## src/rtl/proc_control_unit.sv

```systemverilog
// rtl/proc_control_unit.sv - FSM sequencer for the 16-bit datapath; owns PC and IR
module proc_control_unit #(
  parameter int PC_W = 7,
  parameter int D_W  = 8
) (
  input  logic            clk,
  input  logic            n_rst,
  output logic [PC_W-1:0] im_addr,
  input  logic [15:0]     im_data,
  output logic [D_W-1:0]  d_addr,
  output logic            d_rd,
  output logic            d_wr,
  output logic [3:0]      rf_ra_addr,
  output logic [3:0]      rf_rb_addr,
  output logic            rf_w_en,
  output logic [3:0]      rf_w_addr,
  output logic            rf_w_sel,
  output logic [1:0]      alu_op,
  output logic [15:0]     ir,
  output logic [3:0]      state,
  output logic            halted,
  output logic            illegal_op
);

  typedef enum logic [3:0] {
    S_INIT    = 4'd0,
    S_FETCH   = 4'd1,
    S_DECODE  = 4'd2,
    S_NOOP    = 4'd3,
    S_LOAD_A  = 4'd4,
    S_LOAD_B  = 4'd5,
    S_STORE_A = 4'd6,
    S_STORE_B = 4'd7,
    S_ALU_A   = 4'd8,
    S_ALU_B   = 4'd9,
    S_HALT    = 4'd10
  } state_t;

  state_t          state_q, state_d;
  logic [PC_W-1:0] pc_q, pc_d;
  logic [15:0]     ir_q, ir_d;
  logic            illegal_q, illegal_d;

  always_comb begin
    state_d   = state_q;
    pc_d      = pc_q;
    ir_d      = ir_q;
    illegal_d = illegal_q;
    case (state_q)
      S_INIT:    state_d = S_FETCH;
      S_FETCH: begin
        pc_d    = pc_q + PC_W'(1);
        state_d = S_DECODE;
      end
      // IR is loaded here, so the next state must be chosen from the ROM word itself
      S_DECODE: begin
        ir_d = im_data;
        case (im_data[15:12])
          4'b0000:          state_d = S_NOOP;
          4'b0001:          state_d = S_STORE_A;
          4'b0010:          state_d = S_LOAD_A;
          4'b0011, 4'b0100: state_d = S_ALU_A;
          4'b0101:          state_d = S_HALT;
          default: begin
            state_d   = S_NOOP;
            illegal_d = 1'b1;
          end
        endcase
      end
      S_NOOP:    state_d = S_FETCH;
      S_LOAD_A:  state_d = S_LOAD_B;
      S_LOAD_B:  state_d = S_FETCH;
      S_STORE_A: state_d = S_STORE_B;
      S_STORE_B: state_d = S_FETCH;
      S_ALU_A:   state_d = S_ALU_B;
      S_ALU_B:   state_d = S_FETCH;
      S_HALT:    state_d = S_HALT;
      default:   state_d = S_INIT;
    endcase
  end

  always_ff @(posedge clk) begin
    if (!n_rst) begin
      state_q   <= S_INIT;
      pc_q      <= '0;
      ir_q      <= '0;
      illegal_q <= 1'b0;
    end else begin
      state_q   <= state_d;
      pc_q      <= pc_d;
      ir_q      <= ir_d;
      illegal_q <= illegal_d;
    end
  end

  always_comb begin
    d_addr    = '0;
    d_rd      = 1'b0;
    d_wr      = 1'b0;
    rf_w_en   = 1'b0;
    rf_w_addr = ir_q[3:0];
    rf_w_sel  = 1'b0;
    alu_op    = 2'b00;
    halted    = 1'b0;
    case (state_q)
      S_LOAD_A: begin
        d_addr = D_W'(ir_q[11:4]);
        d_rd   = 1'b1;
      end
      S_LOAD_B: begin
        d_addr   = D_W'(ir_q[11:4]);
        d_rd     = 1'b1;
        rf_w_en  = 1'b1;
        rf_w_sel = 1'b1;
      end
      S_STORE_B: begin
        d_addr = D_W'(ir_q[7:0]);
        d_wr   = 1'b1;
      end
      S_ALU_B: begin
        alu_op  = (ir_q[15:12] == 4'b0011) ? 2'b01 : 2'b10;
        rf_w_en = 1'b1;
      end
      S_HALT:  halted = 1'b1;
      default: ;
    endcase
  end

  assign im_addr    = pc_q;
  assign rf_ra_addr = ir_q[11:8];
  assign rf_rb_addr = ir_q[7:4];
  assign ir         = ir_q;
  assign state      = state_q;
  assign illegal_op = illegal_q;

endmodule

```

## config.mk

```make
export PLATFORM = sky130hd
export DESIGN_NAME = proc_control_unit
export DESIGN_NICKNAME = d
export VERILOG_FILES = /design/src/rtl/proc_control_unit.sv
export SDC_FILE = /design/constraint.sdc
export NUM_CORES = 1
export LEC_CHECK = 0
export CORE_ASPECT_RATIO = 1.25
export CORE_MARGIN = 2
export CORE_UTILIZATION = 40
export CTS_CLUSTER_DIAMETER = 30
export DETAILED_ROUTE_END_ITERATION = 16
export PLACE_DENSITY = 0.81
export SYNTH_ARGS = -nofsm -noshare
export SYNTH_HDL_FRONTEND = slang
export SYNTH_SLANG_ARGS = --single-unit
```

## constraint.sdc

```tcl
create_clock -name clk -period 3.4 [get_ports clk]
set_input_delay 0.34 -clock clk [delete_from_list [all_inputs] [get_ports clk]]
set_output_delay 0.34 -clock clk [all_outputs]
set_load 0.005 [all_outputs]
```

After elaboration in Yosys (flattened, before gate mapping):

Index checks and enable logic that the tools add are counted.

* output and inout port bits: 55
* bits of input ports: 18
* bits in latches: 0
* register bits: 28
* logic and storage cells: 40
* memories: 0
* memory bits (read-only): 0
* RAM bits: 0

* divide/modulo/power cells: 0
* equal/unequal tests: 16
* bitwise gates (word level): 1
* $lt $le $gt $ge: 0
* multiply operators: 0
* add/sub/neg operators: 1
* shift-type cells: 0
* muxes and demuxes: 10
* reductions and logical operators: 8

Operator list (number)
* $pmux W4 S7: 1
* $eq A4 B3 Y1 const B: 6
* $eq A4 B2 Y1 const B: 5
* $pmux W4 S4: 1
* $pmux W8 S2: 1
* $eq A4 B4 Y1 const B: 3
* $eq A4 B1 Y1 const B: 2
* $logic_not A4 Y1: 2
* $add A7 B1 Y7 const B: 1
* $reduce_or A2 Y1: 3
* $reduce_or A6 Y1: 1
* $mux W1: 5
* $reduce_or A5 Y1: 1
* $mux W2: 2
* $reduce_and A2 Y1: 1
* $not A1 Y1: 1

Logic depth before layout (Yosys ltp):

* word-level depth: 4
* depth in mapped cells: 6
* gate-level depth less buffers: 4

Worst setup path before layout:

No wires, ideal clock.

* kind: flip-flop to output port
* from: register state_q[2] (netlist: state[2])
* to: output rf_w_en
* stages on the path, launching flop included: 5
* required time: 3.060 ns
* setup slack: 1.638 ns
* arrival time: 1.422 ns
* cells stage by stage: dfxtp_1 > clkbuf_1 > nor3b_2 > and2_1 > nand2b_1

* word-level cells in the longest chain between the ends: 3

RTL lines
* start: declaration: line 39 `state_t state_q, state_d;`
* start signal: assignment: line 89 `state_q <= state_d;`
* $eq A4 B4 Y1 / $eq A4 B3 Y1 (equally long branches): line 105 `case (state_q)`
* $reduce_or A2 Y1 (no line) (*)
* $mux W1 (*): line 105
* end: declaration: line 15 `output logic rf_w_en,`

Every way passes the cells marked *; elsewhere a longest branch is shown, timed or not.

Final worst setup path:

Same ends and word-level chain as after synthesis.

==> reports/metrics.cfg <==
[setup_path]
regToRegSetupSlack_ns = 1.46
path_class = reg2out
rr_startpoint = state[0]
rr_worst_depth = 3
start_kind = flop
crit_slowest_cell = nor3b_2
max_stage_delay_ns = 0.61
crit_required_ns = 3.06
r2r-end = im_addr[5]
path_cells = nor3b_2 -> and2_1 -> nand2b_1 -> clkdlybuf4s50_1
endpoint_kind = primary output
critPathArrivalTime_ns = 2.29
crit_fanout = 13

[worst_hold_path]
min_from = ir[15]
min_path_cells = 2
hold_end = ir[15]
hold_path_class = reg2reg

[routing]
wl_mm = 3.275
ant_nets = 0
via_per_inst = 5.294
dr.pass1.iters = 4
drc = 0
route.vias.total = 1403
wl_per_cell_microns = 12.36
drt_iter0_markers = 61

[final_layout]
layout-drive-gt1-share_pct = 5.310
synthToLayoutAreaGrowth_pct = 50.45
fillers = 325
antenna_cells = 0
nets = 246
final_util_pct = 61.26
seq_area_sq_um = 560.5
multiInputGateArea_sq_um = 685.7

[synthesis]
ys_seq_area_share_pct = 40.22
ys_seq_elements = 28
synth-edff-count = 0
synthesis.area_sq_um = 1394
syn_avg_cell_area_sq_um = 8.199
syn_nets = 189
synthCells = 170
yosysWarnings = 0
ys.flop_type = dfxtp_1
synth-async-reset-ratio_pct = 0
synthDistinctLibCells = 39

[floorplanning]
io-pin-count = 73
dieWidth_microns = 56.80
start_util_pct = 40.72
die_area_sq_um = 3976
dieHeight_microns = 70
coreArea_sq_um = 3423
fp-row-count = 24

[timing]
setup_viol = 0
hold_viol = 0
fin_crit_sh_pct = 77.22
fin_skew_ns = 0.006326
whs_ns = 0.4694
min_period_ns = 2.625
max_slew.worst_pin.slew_ns = 0.7482
max_slew_margin_pct = 50.07
grt_setup_unrepaired = false
setup_tns_ns = 0
slew_violations = 0
fmax_mhz = 380.9

[power_and_ir_drop]
power.switching_uw = 182.6
power_frac_clock_pct = 27.8
peakVddDrop_mv = 0.2346
seqPwrFrac_pct = 51.4
combPwrFrac_pct = 20.8
p_leak_uw = 0.0007066
intPower_uw = 540.4
p_per_area_nw_per_um2 = 344.8
sw_frac_of_total_pct = 25.26
total_power_uw = 723.0

[grt]
grt_use_total_pct = 16.82
grt_pass1_wl_mm = 5.513
grt_max_degree = 26
antenna_found_initial = 0
grt.overflow.total = 0
grt_pass1_vias = 1244

[clocking]
cts_root_buf = clkbuf_8
postCtsHoldBufs = 0
cts.sink_count = 28
clk_pin_slew_ns = 0.09
tritoncts = done
insertion_delay_ns = 0.27
post-cts-setup-buffers = 0
cts_inserted_buffers = 3
cts_resized = 0
clk_path_buf_depth = 2
cts_max_level = 1

[placement]
dp_hpwl_mm = 2.461
gp_congestion = 0.8260
io_buffers = 72

[flow_run]
drv_cap = 0

[status]
status = finished, final reports clean

[how the worst max path moves through the flow]
stage / to / slack [ns] / start
2_1_floorplan: rf_w_en / 1.64 / state[2]
3_3_place_gp: rf_w_en / 1.12 / state[2]
3_5_place_dp: rf_w_en / 1.01 / state[2]
4_1_cts: rf_w_en / 0.70 / state[2]
5_1_grt: rf_w_en / 0.58 / state[2]
6_report: rf_w_en / 0.77 / state[2]
[critical path: cells and delay by family, from the launching register on]
kind / cells / cell delay (ns)
and+or+nand+nor: 3 / 0.94
DFF: 1 / 0.58
buffers and inverters: 1 / 0.49
[registers in the layout (all words and copies together), names as in the netlist]
name        count
im_addr         7
state           4
ir             16
illegal_op      1
[stage by stage]
stage               cells  worst slack, ns  cell area [sq um]
floorplan             170            1.638               1394
global placement      261            1.121               2042
detailed placement    261            1.013               2042
CTS                   265           0.6966               2097
global route          265           0.5802               2097
finish                265           0.7746               2097
[cell families after synthesis]
logic type | synth area share [%]
flip-flops | 40.22
XOR/XNOR | 1.257
buffers and inverters | 10.59
multiplexers | 0.7182
adder cells (fa/ha/maj) | 0.8975
AND/OR/NAND/NOR | 25.40
AO/OA/AOI/OAI | 20.92
[synth_stat cells (3+ instances only)]
master,instances,share of area (%)
a21oi_1,22,7.9
a22o_1,8,5.0
buf_2,4,1.4
buf_4,12,6.5
clkbuf_1,5,1.3
dfxtp_1,28,40
inv_1,5,1.3
nand2_1,36,9.7
nand3_1,3,1.1
nor2_1,5,1.3
o21ai_0,5,1.8
or3_1,4,1.8
[layer usage]
metal  vias up  GRT usage [%]  part of all wire (%)
met5         -              0                     0
met4         0          6.718                   1.5
met3         4          1.852                   6.5
met2        45          29.59                    50
met1       657          20.63                    42
li1        697              -                     -
[cells in the final DEF, fill, tap and decap left out, types with 3 or more instances in the layout]
| master | count |
|---|---|
| nor2_1 | 5 |
| a21oi_1 | 22 |
| inv_1 | 5 |
| nand3_1 | 3 |
| clkdlybuf4s50_1 | 72 |
| dfxtp_1 | 28 |
| nand2_1 | 36 |
| a22o_1 | 8 |
| clkbuf_8 | 4 |
| o21ai_0 | 5 |
| or3_1 | 4 |
[cell type report]
class,count,area share (%)
inverters,5,0.8950
repair buffers,73,34.73
multi-input cells,116,32.70
flip-flops and latches,28,26.73
clock buffers,4,2.625
well taps,39,2.327
[power groups by stage]
stage	clock [uW]	combinational, uW	sequential [uW]
global route	224	164	376
floorplan	0	78.8	374
finish	201	150	372
detailed placement	0	152	380
global placement	0	150	379
CTS	211	152	372
Power figures use the tool's default switching activity.
==> patch 1 (same settings) <==
Register the outputs `rf_ra_addr` and `rf_rb_addr`, without a reset; this adds one clock of latency there. The other outputs are not delayed to match.
--- a/src/rtl/proc_control_unit.sv
+++ b/src/rtl/proc_control_unit.sv
@@ -127,8 +127,10 @@
   end
 
   assign im_addr    = pc_q;
-  assign rf_ra_addr = ir_q[11:8];
-  assign rf_rb_addr = ir_q[7:4];
+  always_ff @(posedge clk) begin
+    rf_ra_addr <= ir_q[11:8];
+    rf_rb_addr <= ir_q[7:4];
+  end
   assign ir         = ir_q;
   assign state      = state_q;
   assign illegal_op = illegal_q;
Behaviour: not the same (a bounded check fails within 4 cycles, from zero or initial values and one cycle with n_rst low).
==> patch 1 against the unedited design <==
Clock skew is 0.0023 ns higher; core utilization rose by 1.3 points; routed wire length up 18%; synthesized area is 9.7% higher; total power rose by 62%; sequential share of layout area grew 4.2 points; final area up 11%; setup slack got worse by 0.15 ns; sequential cell count increased by 8.
==> patch 1: results (changes against the unedited design) <==
- Avg WL per Cell: 13.85 um (was 12.36 um)
- Worst Path Arrival: 2.43 ns (was 2.29 ns)
- Detail Placement HPWL: 2749 um (was 2461 um)
- Layout fillers: 328 (was 325)
- Sequential-to-total area share from yosys stat: 0.4714 (was 0.4022)
- Beginning of the worst hold path: ir[10] (was ir[15])
- Largest net degree at the start of global routing: 28 (was 26)
- LEAKAGE: 0.0008189 uW (was 0.0007066 uW)
- Maximum clock skew at final layout: 0.008592 ns (was 0.006326 ns)
- Transition time at the pin with the least slew margin: 0.8806 ns (was 0.7482 ns)
- Clock transition at the registers of the reported paths: 0.07 ns (was 0.09 ns)
- Layout cell share with drive strength beyond 1: 0.04622 (was 0.05310)
- DR iter-0 viols: 36 (was 61)
- Worst-skew pair later-pin latency: 0.29 ns (was 0.27 ns)
- Worst slack, placed: 0.9774 ns (was 1.013 ns)
- Number of buffers created by CTS: 5 (was 3)
- Weighted congestion reported at the end of routability-driven placement: 0.8394 (was 0.8260)
- Worst VDD drop: 0.2587 mV (was 0.2346 mV)
- Path category of the worst min-delay check: flip-flop to flip-flop (unchanged)
- Status: completed (unchanged)
- Count of unique library cells instantiated by Yosys: 42 (was 39)
- DR vias: 1,478 (was 1,403)
- Min Clock Period, post-route: 2.771 ns (was 2.625 ns)
- Global-route wire length before repair: 6120 um (was 5513 um)
- Syn_nets: 192 (was 189)
- Number of levels the H-tree was split into: 2 (was 1)
==> patch 1: routing by layer <==
metal	vias to the layer above	wire length [um]	global-route usage
li1	737	-	-
met1	694	1674	0.2437
met2	40	1921	0.2869
met3	7	183	0.04610
met4	0	70	0.07071
met5	-	0	0
==> patch 1: final timing paths <==
| check | depth (start not counted) | to |
|---|---|---|
| worst max register to register | 3 | im_addr[5] |
| worst min-delay path | 0 | rf_ra_addr[2] |
| worst min register to register | 0 | rf_ra_addr[2] |
| worst max-delay path | 4 | rf_w_en |
==> patch 1: cell families after synthesis <==
group                    synth area share
multiplexers                      0.01391
flip-flops                         0.4714
buffers and inverters             0.05810
XOR/XNOR                          0.01146
adder cells (fa/ha/maj)          0.008182
AO/OA/AOI/OAI                      0.1939
AND/OR/NAND/NOR                    0.2430
==> patch 1: layout make-up <==
class / count / area share
flip-flops and latches: 36 / 0.3093
repair buffers: 72 / 0.3093
multi-input cells: 119 / 0.3088
clock buffers: 6 / 0.03115
well taps: 40 / 0.02148
clock inverters: 2 / 0.01504
inverters: 3 / 0.004834
==> patch 1: per-stage QoR <==
step / util / instances / power, uW / hold WS [ns] / cell area, sq um
2_1_floorplan: - / 173 / 672.0 / 0.3791 / 1529
3_3_place_gp: 0.5970 / 270 / 809.8 / 0.3732 / 2222
5_1_grt: 0.6259 / 278 / 1234 / 0.3961 / 2330
4_1_cts: 0.6259 / 278 / 1181 / 0.3806 / 2330
3_5_place_dp: 0.5970 / 270 / 817.5 / 0.3730 / 2222
6_report: 0.6259 / 278 / 1172 / 0.3772 / 2330
==> patch 1: power breakdown <==
| group | internal [uW] | switching, uW |
|---|---|---|
| clock network | 217 | 144 |
| logic | 164 | 115 |
| registers | 470 | 61.3 |
| total | 852 | 320 |
==> patch 1: worst max-delay path, stage by stage (launching register included) <==
cell                              delay (ns)
sky130_fd_sc_hd__dfxtp_1                0.63
sky130_fd_sc_hd__nor3b_2                0.67
sky130_fd_sc_hd__and2_1                 0.23
sky130_fd_sc_hd__nand2b_1               0.10
sky130_fd_sc_hd__clkdlybuf4s50_1        0.50
==> patch 2 (same settings) <==
Without the edit above. `D_W`: 8 -> 7.
--- a/src/rtl/proc_control_unit.sv
+++ b/src/rtl/proc_control_unit.sv
@@ -1,7 +1,7 @@
 // rtl/proc_control_unit.sv - FSM sequencer for the 16-bit datapath; owns PC and IR
 module proc_control_unit #(
   parameter int PC_W = 7,
-  parameter int D_W  = 8
+  parameter int D_W  = 7
 ) (
   input  logic            clk,
   input  logic            n_rst,
Ports: changed (resized d_addr); port bits go from 73 to 72. The function was not compared with the original's and may differ.
==> patch 2 against the unedited design <==
Routed wire length grew 4.1%; synthesized area is 0.63% lower; final area down 1.0%; final cell count shrank 1.5%; sequential cell count did not move; total power increased by 0.38%; critical path depth unchanged; setup slack better by 0.024 ns; largest cell class unchanged; largest power group unchanged; highest routed layer unchanged.
==> patch 2: results (changes against the unedited design) <==
- Count of yosys warnings during synthesis: 0 (unchanged)
- Weighted congestion reported at the end of routability-driven placement: 0.7973 (was 0.8260)
- Detailed-route wire length on metal 1: 1477 um (was 1367 um)
- Avg WL per Cell: 13.06 um (was 12.36 um)
- Global-route wire length before repair: 5699 um (was 5513 um)
- Clock Root Buffer: sky130_fd_sc_hd__clkbuf_8 (unchanged)
- Diodes inserted: 0 (unchanged)
- Biggest area contributors in the synthesized netlist: sky130_fd_sc_hd__dfxtp_1, sky130_fd_sc_hd__nand2_1, sky130_fd_sc_hd__a21oi_1, sky130_fd_sc_hd__buf_4, sky130_fd_sc_hd__a22o_1 (unchanged)
- Vias in the first global route: 1,263 (was 1,244)
- Most frequent cells after synthesis: sky130_fd_sc_hd__nand2_1, sky130_fd_sc_hd__dfxtp_1, sky130_fd_sc_hd__a21oi_1 (unchanged)
- Met3 WL post-DR: 202 um (was 212 um)
- Worst flop-to-flop path endpoint: im_addr[5] (unchanged)
- Final setup fails: 0 (unchanged)
- Max stage delay on crit path: 0.57 ns (was 0.61 ns)
- Crit-path slowest cell: sky130_fd_sc_hd__dfxtp_1 (was sky130_fd_sc_hd__nor3b_2)
- Top routing layer in use: met4 (unchanged)
- Worst VDD drop: 0.2552 mV (was 0.2346 mV)
- Layout cell share with drive strength beyond 1: 0.05357 (was 0.05310)
- LEAKAGE: 0.0007002 uW (was 0.0007066 uW)
- Number of optimization iterations in the first detailed-route pass: 4 (unchanged)
- Sequential-to-total area share from yosys stat: 0.4047 (was 0.4022)
- Number of buffer cells added on primary ports: 71 (was 72)
- Path category of the worst min-delay check: flip-flop to flip-flop (unchanged)
- Number of levels the H-tree was split into: 1 (unchanged)
- Detail Placement HPWL: 2492 um (was 2461 um)
- Via density per instance: 5.326 (was 5.294)
- GRT Util Overall: 0.1753 (was 0.1682)
- Max_slew headroom: 0.4674 (was 0.5007)
- Routed length on met2: 1714 um (was 1647 um)
- Syn_nets: 188 (was 189)
- Largest net degree at the start of global routing: 26 (unchanged)
- Reg2Reg Depth: 3 (unchanged)
- Net count, final: 244 (was 246)
- Status: completed (unchanged)
- Maximum clock skew at final layout: 0.006164 ns (was 0.006326 ns)
- DR iter-0 viols: 49 (was 61)
==> patch 2: cell types whose count changed after synthesis, sizes merged <==
cell  change
a22o      -1
==> patch 2: metrics by stage <==
stage / cell area (sq um) / instances / setup WS, ns / total power, uW / util
floorplan: 1385 / 169 / 1.673 / 452.0 / -
global placement: 2021 / 257 / 1.139 / 528.5 / 0.6214
detailed placement: 2021 / 257 / 1.103 / 531.4 / 0.6214
CTS: 2076 / 261 / 0.7887 / 734.9 / 0.6383
global route: 2076 / 261 / 0.6315 / 768.5 / 0.6383
finish: 2076 / 261 / 0.7983 / 725.8 / 0.6383
==> patch 2: worst min path at each step <==
stage | start | endpoint | slack [ns] | depth (start not counted)
floorplan | n_rst | illegal_op | 0.46 | 1
global placement | ir[13] | ir[13] | 0.46 | 2
detailed placement | illegal_op | illegal_op | 0.46 | 1
CTS | ir[13] | ir[13] | 0.48 | 2
global route | ir[14] | ir[14] | 0.51 | 2
finish | ir[13] | ir[13] | 0.48 | 2
==> patch 2: per-layer routing <==
metal	up-vias	global-route usage
li1	687	-
met2	53	0.2997
met3	2	0.02799
met5	-	0
met1	648	0.2213
met4	0	0.05556
==> patch 2: where the power goes <==
| group | total [uW] | leakage, uW | internal [uW] | switching, uW |
|---|---|---|---|---|
| Sequential | 372 | 0.000227 | 347 | 24.7 |
| Clock | 203 | 0.0000288 | 104 | 99.1 |
| Combinational | 151 | 0.000444 | 89.9 | 61.3 |
| Total | 726 | 0.000700 | 541 | 185 |
==> patch 2: layout make-up <==
class	count	area, sq um
Inverter	5	18.77
Clock buffer	4	55.05
Multi-Input combinational cell	115	676.9
Sequential cell	28	560.5
Fill cell	294	1176
Timing Repair Buffer	72	718.2
Tap cell	37	46.29
==> patch 2: tightest hold or removal path: stages, from the launching register on <==
cell,delay [ns]
sky130_fd_sc_hd__dfxtp_1,0.33
sky130_fd_sc_hd__nand2_1,0.06
sky130_fd_sc_hd__a21oi_1,0.05
==> patch 2: cell families (layout without fill, tap and decap cells) <==
family / count (synthesis) / count (layout) / share of synthesized area
XOR/XNOR: 2 / 2 / 0.01265
flip-flops: 28 / 28 / 0.4047
AO/OA/AOI/OAI: 44 / 44 / 0.2042
adder cells (fa/ha/maj): 1 / 1 / 0.009032
multiplexers: 1 / 1 / 0.007227
buffers and inverters: 26 / 81 / 0.1066
AND/OR/NAND/NOR: 67 / 67 / 0.2556
